### src/rtl/fetch_pkg.sv
// Shared definitions for the instruction fetch unit: FSM states, instruction
// width and the default restart address.
package fetch_pkg;

    localparam int INSTR_W = 32;

    localparam logic [63:0] DEFAULT_RESET_PC = 64'h0;

    typedef enum logic [1:0] {
        ST_FETCH = 2'd0,
        ST_FULL  = 2'd1,
        ST_FLUSH = 2'd2
    } fetch_state_t;

endpackage

### src/rtl/fetch_fifo.sv
// Prefetch queue storage: one synchronous write port, one asynchronous read
// port. Pointers and occupancy are owned by the caller.
module fetch_fifo #(
    parameter int DEPTH = 4,
    parameter int WIDTH = 64
) (
    input  logic                     clk,
    input  logic                     wr_en,
    input  logic [$clog2(DEPTH)-1:0] wr_ptr,
    input  logic [WIDTH-1:0]         wr_data,
    input  logic [$clog2(DEPTH)-1:0] rd_ptr,
    output logic [WIDTH-1:0]         rd_data
);

    // Contents are intentionally not reset; the occupancy count qualifies them.
    logic [WIDTH-1:0] mem [DEPTH];

    always_ff @(posedge clk) begin
        if (wr_en) begin
            mem[wr_ptr] <= wr_data;
        end
    end

    assign rd_data = mem[rd_ptr];

endmodule

### src/rtl/fetch_unit.sv
// Instruction fetch unit: sequential word fetch into a small prefetch queue,
// with redirect/flush handling and a FETCH/FULL/FLUSH control FSM.
module fetch_unit
    import fetch_pkg::*;
#(
    parameter int              XLEN     = 32,
    parameter int              DEPTH    = 4,
    parameter logic [XLEN-1:0] RESET_PC = DEFAULT_RESET_PC[XLEN-1:0]
) (
    input  logic               CLK,
    input  logic               RES,
    output logic               instr_req,
    output logic [XLEN-1:0]    instr_adr,
    input  logic               instr_valid,
    input  logic [INSTR_W-1:0] instr_read,
    input  logic               redirect,
    input  logic [XLEN-1:0]    redirect_adr,
    output logic               out_valid,
    output logic [INSTR_W-1:0] out_instr,
    output logic [XLEN-1:0]    out_pc,
    input  logic               out_ready
);

    localparam int PTR_W   = $clog2(DEPTH);
    localparam int CNT_W   = $clog2(DEPTH + 1);
    localparam int ENTRY_W = INSTR_W + XLEN;

    localparam logic [CNT_W-1:0] FULL_COUNT = CNT_W'(DEPTH);
    localparam logic [CNT_W-1:0] CNT_ONE    = CNT_W'(1);
    localparam logic [PTR_W-1:0] PTR_ONE    = PTR_W'(1);
    localparam logic [XLEN-1:0]  PC_STEP    = XLEN'(4);
    localparam logic [XLEN-1:0]  WORD_MASK  = ~(XLEN'(3));

    fetch_state_t     state_reg, state_next;
    logic [XLEN-1:0]  pc_reg, pc_next;
    logic [CNT_W-1:0] count_reg, count_next;
    logic [PTR_W-1:0] wr_ptr_reg, wr_ptr_next;
    logic [PTR_W-1:0] rd_ptr_reg, rd_ptr_next;

    logic               push;
    logic               pop;
    logic [ENTRY_W-1:0] wr_entry;
    logic [ENTRY_W-1:0] rd_entry;

    assign instr_req = (state_reg == ST_FETCH);
    assign instr_adr = pc_reg;
    assign out_valid = (count_reg != '0);

    // A redirect wins over both queue ports in the same cycle.
    assign push = instr_req & instr_valid & ~redirect;
    assign pop  = out_valid & out_ready & ~redirect;

    assign wr_entry  = {instr_read, pc_reg};
    assign out_instr = rd_entry[ENTRY_W-1 -: INSTR_W];
    assign out_pc    = rd_entry[XLEN-1:0];

    fetch_fifo #(
        .DEPTH (DEPTH),
        .WIDTH (ENTRY_W)
    ) u_fifo (
        .clk     (CLK),
        .wr_en   (push),
        .wr_ptr  (wr_ptr_reg),
        .wr_data (wr_entry),
        .rd_ptr  (rd_ptr_reg),
        .rd_data (rd_entry)
    );

    always_comb begin
        count_next  = count_reg;
        pc_next     = pc_reg;
        wr_ptr_next = wr_ptr_reg;
        rd_ptr_next = rd_ptr_reg;
        if (redirect) begin
            count_next  = '0;
            pc_next     = redirect_adr & WORD_MASK;
            wr_ptr_next = '0;
            rd_ptr_next = '0;
        end else begin
            if (push) begin
                wr_ptr_next = wr_ptr_reg + PTR_ONE;
                pc_next     = pc_reg + PC_STEP;
            end
            if (pop) begin
                rd_ptr_next = rd_ptr_reg + PTR_ONE;
            end
            case ({push, pop})
                2'b10:   count_next = count_reg + CNT_ONE;
                2'b01:   count_next = count_reg - CNT_ONE;
                default: count_next = count_reg;
            endcase
        end
    end

    // FULL is decided from the post-update count so a simultaneous pop keeps fetching.
    always_comb begin
        state_next = state_reg;
        if (redirect) begin
            state_next = ST_FLUSH;
        end else begin
            case (state_reg)
                ST_FETCH: begin
                    if (count_next == FULL_COUNT) begin
                        state_next = ST_FULL;
                    end
                end
                ST_FULL: begin
                    if (count_next < FULL_COUNT) begin
                        state_next = ST_FETCH;
                    end
                end
                ST_FLUSH: state_next = ST_FETCH;
                default:  state_next = ST_FETCH;
            endcase
        end
    end

    always_ff @(posedge CLK or posedge RES) begin
        if (RES) begin
            state_reg  <= ST_FETCH;
            pc_reg     <= RESET_PC;
            count_reg  <= '0;
            wr_ptr_reg <= '0;
            rd_ptr_reg <= '0;
        end else begin
            state_reg  <= state_next;
            pc_reg     <= pc_next;
            count_reg  <= count_next;
            wr_ptr_reg <= wr_ptr_next;
            rd_ptr_reg <= rd_ptr_next;
        end
    end

endmodule
### config.mk
export PLATFORM = sky130hd
export DESIGN_NAME = fetch_unit
export DESIGN_NICKNAME = d
export VERILOG_FILES = /design/src/rtl/fetch_pkg.sv /design/src/rtl/fetch_fifo.sv /design/src/rtl/fetch_unit.sv
export SDC_FILE = /design/constraint.sdc
export NUM_CORES = 1
export LEC_CHECK = 0
export BUFFER_PORTS_ARGS = -buffer_cell sky130_fd_sc_hd__buf_2
export CORE_MARGIN = 2
export CORE_UTILIZATION = 50
export DETAILED_ROUTE_END_ITERATION = 8
export PLACE_DENSITY_LB_ADDON = 0.05
export SYNTH_ARGS = -nofsm -noshare
export SYNTH_HDL_FRONTEND = slang
export SYNTH_HIERARCHICAL = 1
export SYNTH_SLANG_ARGS = --single-unit
### constraint.sdc
create_clock -name CLK -period 8.7 [get_ports CLK]
set_input_delay 2.61 -clock CLK [delete_from_list [all_inputs] [get_ports CLK]]
set_output_delay 2.61 -clock CLK [all_outputs]
set_load 0.01 [all_outputs]
# Word level (Yosys, flattened, before mapping)
# Memories as Yosys holds them, arrays and structs flattened.
# Index checks and enable logic that the tools add are counted.
op_classes:
  n_addsub: 5
  n_lt_le_gt_ge: 1
  n_eq_ne: 6
  mux: 14
  n_bitwise: 5
  n_reduce_logical: 5
op_table:
  columns: ["cell", "count"]
  rows:
  - ["32-bit 2-to-1 mux", 2]
  - ["32-bit by 3-bit adder with 32-bit output, second input constant", 1]
  - ["2-bit 2-to-1 mux", 7]
  - ["3-bit one-hot mux with 2 select lines", 1]
  - ["2-bit by 1-bit adder with 2-bit output, second input constant", 2]
  - ["1-bit bitwise AND", 4]
  - ["2-bit by 1-bit == test with 1-bit output, second input constant", 2]
  - ["2-bit one-hot mux with 2 select lines", 1]
  - ["2-bit nonzero test", 2]
  - ["3-bit by 1-bit adder with 3-bit output, second input constant", 1]
  - ["3-bit == test, second input constant", 1]
  - ["3-bit < comparator, second input constant", 1]
  - ["3-bit 2-to-1 mux", 1]
  - ["3-bit by 1-bit inequality test with 1-bit output, second input constant", 1]
  - ["3-bit inequality test, second input constant", 1]
  - ["3-bit nonzero test", 1]
  - ["3-bit by 1-bit subtractor with 3-bit output, second input constant", 1]
  - ["2-bit == test, second input constant", 1]
  - ["2-bit zero test", 1]
  - ["1-bit 2-to-1 mux", 2]
  - ["2-bit AND reduction", 1]
  - ["1-bit inverter", 1]
totals:
  regBits: 41
  mem_bits_rw: 256
  in_bits: 69
  output_inout_bits: 98
  elab_cells: 42
  memories: 1
memory_table:
  columns: ["name", "depth", "word_bits", "rd", "rd_ports_with_merged_regs", "wr", "line", "text"]
  rows:
  - ["u_fifo.mem", 4, 64, 1, 0, 1, "fetch_fifo.sv:16", "logic [WIDTH-1:0] mem [DEPTH];"]

# Longest topological paths before layout
depth:
  ltp_word: 10
  ltp_mapped: 10
  ltp_nobuf: 9

# Modules after synthesis
# Netlist, hierarchy kept.
by_module_without_submodules:
  columns: ["module", "n_inst", "cells_per_inst", "area_per_inst_um2", "seq_area_each_um2"]
  rows:
  - ["fetch_fifo", 1, 338, 9341.5, 7687.4]
  - ["fetch_unit", 1, 249, 2225.9, 975.9]

# Least setup slack after synthesis
# Ideal clock, no wire load.
synth_timing:
  path_kind: "input -> register"
  startpoint: "in instr_valid"
  endpoint: "mem u_fifo.mem[0][0] (enable)"
  setup_ns: 0.578
  arrival_time_ns: 8.114
  required_ns: 8.122
  setup_slack_ns: 0.008
  stages: 5
  n_path_buf: 1
  path_cell_list: "nor3b_2 clkbuf_1 nand2_1 inv_1 nor3b_1"
synth_via:
  elab_chain_len: 4
synth_lines:
  columns: ["element", "line", "text"]
  rows:
  - ["start: declaration", "fetch_unit.sv:14", "input logic instr_valid,"]
  - ["1-bit bitwise AND (2 in series)", "fetch_unit.sv:50", "assign push = instr_req & instr_valid & ~redirect;"]
  - ["via push", "fetch_unit.sv:40", "logic push;"]
  - ["1-bit 2-to-1 mux", "fetch_fifo.sv:19", "if (wr_en) begin"]
  - ["1-bit 2-to-1 mux (implied by the code)", "fetch_fifo.sv:20", "mem[wr_ptr] <= wr_data;"]
  - ["end: declaration", "fetch_fifo.sv:16", null]
# The timed path passes the listed nets, and every way through them passes these cells.

# Final worst setup path
layout_timing:
  startpoint: "reg rd_ptr_reg[0]"
  endpoint: "out out_pc[1]"
layout_via:
  elab_chain_len: 1
layout_lines:
  columns: ["element", "line", "text"]
  rows:
  - ["start: declaration", "fetch_unit.sv:38", "logic [PTR_W-1:0] rd_ptr_reg, rd_ptr_next;"]
  - ["start signal: assignment", "fetch_unit.sv:130", "rd_ptr_reg <= rd_ptr_next;"]
  - ["memory 4 x 64 bit", null, null]
  - ["end: declaration", "fetch_unit.sv:20", "output logic [XLEN-1:0] out_pc,"]
# Every way passes these cells.

==> impl_metrics.toml <==
[cts]
postCtsHoldBufs = 0
cts_buffers = 30
clk_path_buf_depth = 3
cts_tree = "yes"
cts_resized = 0
clock_sinks = 295
root_buffer = "clkbuf_16"
postCtsSetupRepairBufs = 0
insertion_delay_ps = 540
cts-htree-levels = 1
clk_pin_slew_ps = 60

[worst_setup_path]
critical_path.top_delay_family = "flip-flops"
cp_slowest_cell = "dfrtp_4"
path_buf_inv = 2
cp.required_ps = 6090
cp.arrival_ps = 2940
slowest_delay_ps = 910
path_cells = "buf_4 -> mux4_1 -> buf_2"
critical_path_class = "reg -> out"
critPathCaptureType = "output port"
worstPathMaxFanout = 34
cp-start-kind = "flip-flop"

[floorplan]
rows = 55
die_w_um = 156
die_h_um = 156
dieArea_mm2 = 0.0244
core_area_mm2 = 0.0227
initial_core_util_pct = 50.9
pin_count = 167

[drt]
viasPerCell = 5.67
first_pass_iters = 5
top_layer = "met4"
drtIter0Drc = 487
num_vias = 6077
drt-met1-wl_mm = 9.83
wl_mm = 23.0
wl_met2_mm = 11.3
detail-route-antenna-nets = 0
drc_errors = 0
post_drt_wl_per_cell_um = 21.5
dr_wl_met3_mm = 1.54

[final_layout]
largest_reg_flops = 256
mostFrequentLayoutCell = "edfxtp_1"
nets = 836
diodes = 0
mostFrequentLayoutCells = "edfxtp_1 (256), buf_2 (162), mux4_2 (60)"
drive_gt1_share_pct = 35.3
area_delta_synth_final_pct = 17.2

[global_routing]
grt_usage_pct = 19.2
antenna_found_initial = 0
gr-total-overflow = 0
grt_pass1_vias = 6300
grt_max_degree = 66
grt_pass1_wl_mm = 35.5

[worst_hold_path]
hold_path.class = "reg -> reg"

[sta]
min_period_ps = 5550
relSlewSlack_pct = 21.1
hold_viol_final = 0
period_share_pct = 63.8
clock_skew_ps = 15.2
holdWs_ps = 512
drv_slew = 0
max_freq_mhz = 180
rsz0062_at_grt = "no"
worst_pin_slew_ps = 1180
fin_tns_setup_ps = 0
final-setup-viol-count = 0

[placement]
dp_hpwl_mm = 13.6
place_congestion = 0.796
portBuffers = 162

[yosys]
syn_inst = 587
ys_types = 41
ys_seq_area_share_pct = 74.9
synth_warnings = 6
syn_area_mm2 = 0.0116
syn_avg_cell_area_um2 = 19.7
synth-seq-cells = 295

[flow_run]
drv_cap = 0

[run_status]
status = "finished clean"

[pwr]
ir_worst_vdd_v = 0.000156
powerDensity_mw_per_mm2 = 226
power.leakage_nw = 4.65
synth_stat cells, drive strengths merged:
library cell / number / area share (%)
a31oi: 13 / 0.70
and3: 2 / 0.11
and3b: 2 / 0.15
and4: 3 / 0.23
buf: 17 / 1.7
clkbuf: 15 / 0.50
conb: 1 / 0.032
dfrtp: 39 / 8.4
edfxtp: 256 / 66
fa: 1 / 0.17
ha: 2 / 0.22
inv: 5 / 0.16
mux2: 1 / 0.097
mux2i: 2 / 0.17
mux4: 64 / 13
nand2: 29 / 0.94
nand2b: 2 / 0.11
nand3: 16 / 0.69
nand4: 8 / 0.43
nor2: 24 / 0.78
nor3: 2 / 0.087
nor3b: 2 / 0.17
nor4: 7 / 0.38
o211ai: 3 / 0.19
o21ai: 14 / 0.61
o31a: 4 / 0.30
o31ai: 9 / 0.58
o41ai: 1 / 0.076
or2: 2 / 0.11
or3: 5 / 0.27
or3b: 1 / 0.076
or4: 15 / 0.97
or4b: 1 / 0.087
xnor2: 10 / 0.76
xor2: 9 / 0.68
kinds of logic (layout without fill, tap and decap cells):
group	Yosys count	count (layout)	synth area share, %
DFF	295	295	74.9
and+or+nand+nor	121	121	5.59
muxes	67	67	12.9
AOI/OAI and AO/OA	44	44	2.47
buffers and inverters	37	228	2.33
xor gates and xnor gates	19	19	1.44
adders and majority gates	3	3	0.389
other	1	10	0.0324
final timing paths:
kind | from | endpoint | slack, ps | cells past startpoint
min | state_reg[1] | state_reg[0] | 510 | 1
max | rd_ptr_reg[0] | out_pc[1] | 3150 | 3
max in group asynchronous | RES | rd_ptr_reg[0] | 6090 | 3
min in group asynchronous | RES | instr_adr[2] | 2200 | 3
min reg2reg | state_reg[1] | state_reg[0] | 510 | 1
max reg2reg | state_reg[1] | u_fifo/mem[0][52] | 5800 | 6
power breakdown:
group	switching (mW)	internal, mW	leakage [nW]
clock	0.505	0.734	0.465
sequential	0.0497	1.58	2.78
combinational	0.101	0.0945	1.41
total	0.656	2.41	4.65
per-layer routing:
layer / up-vias / GRT usage [%]
met5: - / 0
met4: 0 / 3.80
met3: 31 / 3.86
met2: 205 / 32.4
met1: 3088 / 26.4
li1: 2753 / -
per-stage QoR:
stage | cells | power (mW) | instance area [um^2] | setup WS, ps | util (%)
CTS | 1072 | 3.10 | 13600 | 3020 | 59.7
global route | 1072 | 3.18 | 13600 | 2920 | 59.7
floorplan | 596 | 1.77 | 11600 | 7.90 | -
finish | 1072 | 3.06 | 13600 | 3150 | 59.7
detailed placement | 1017 | 1.86 | 12600 | 2820 | 55.5
global placement | 1017 | 1.85 | 12600 | 2850 | 55.5
area by class of cell:
type	count	area (um^2)
timing repair buffer	168	868
clock buffer	37	798
fill	1738	9150
clock inverter	18	156
sequential	295	8670
inverter	5	18.8
multi-input combinational	264	2690
tap	285	357
(Power assumes the default switching activity.)
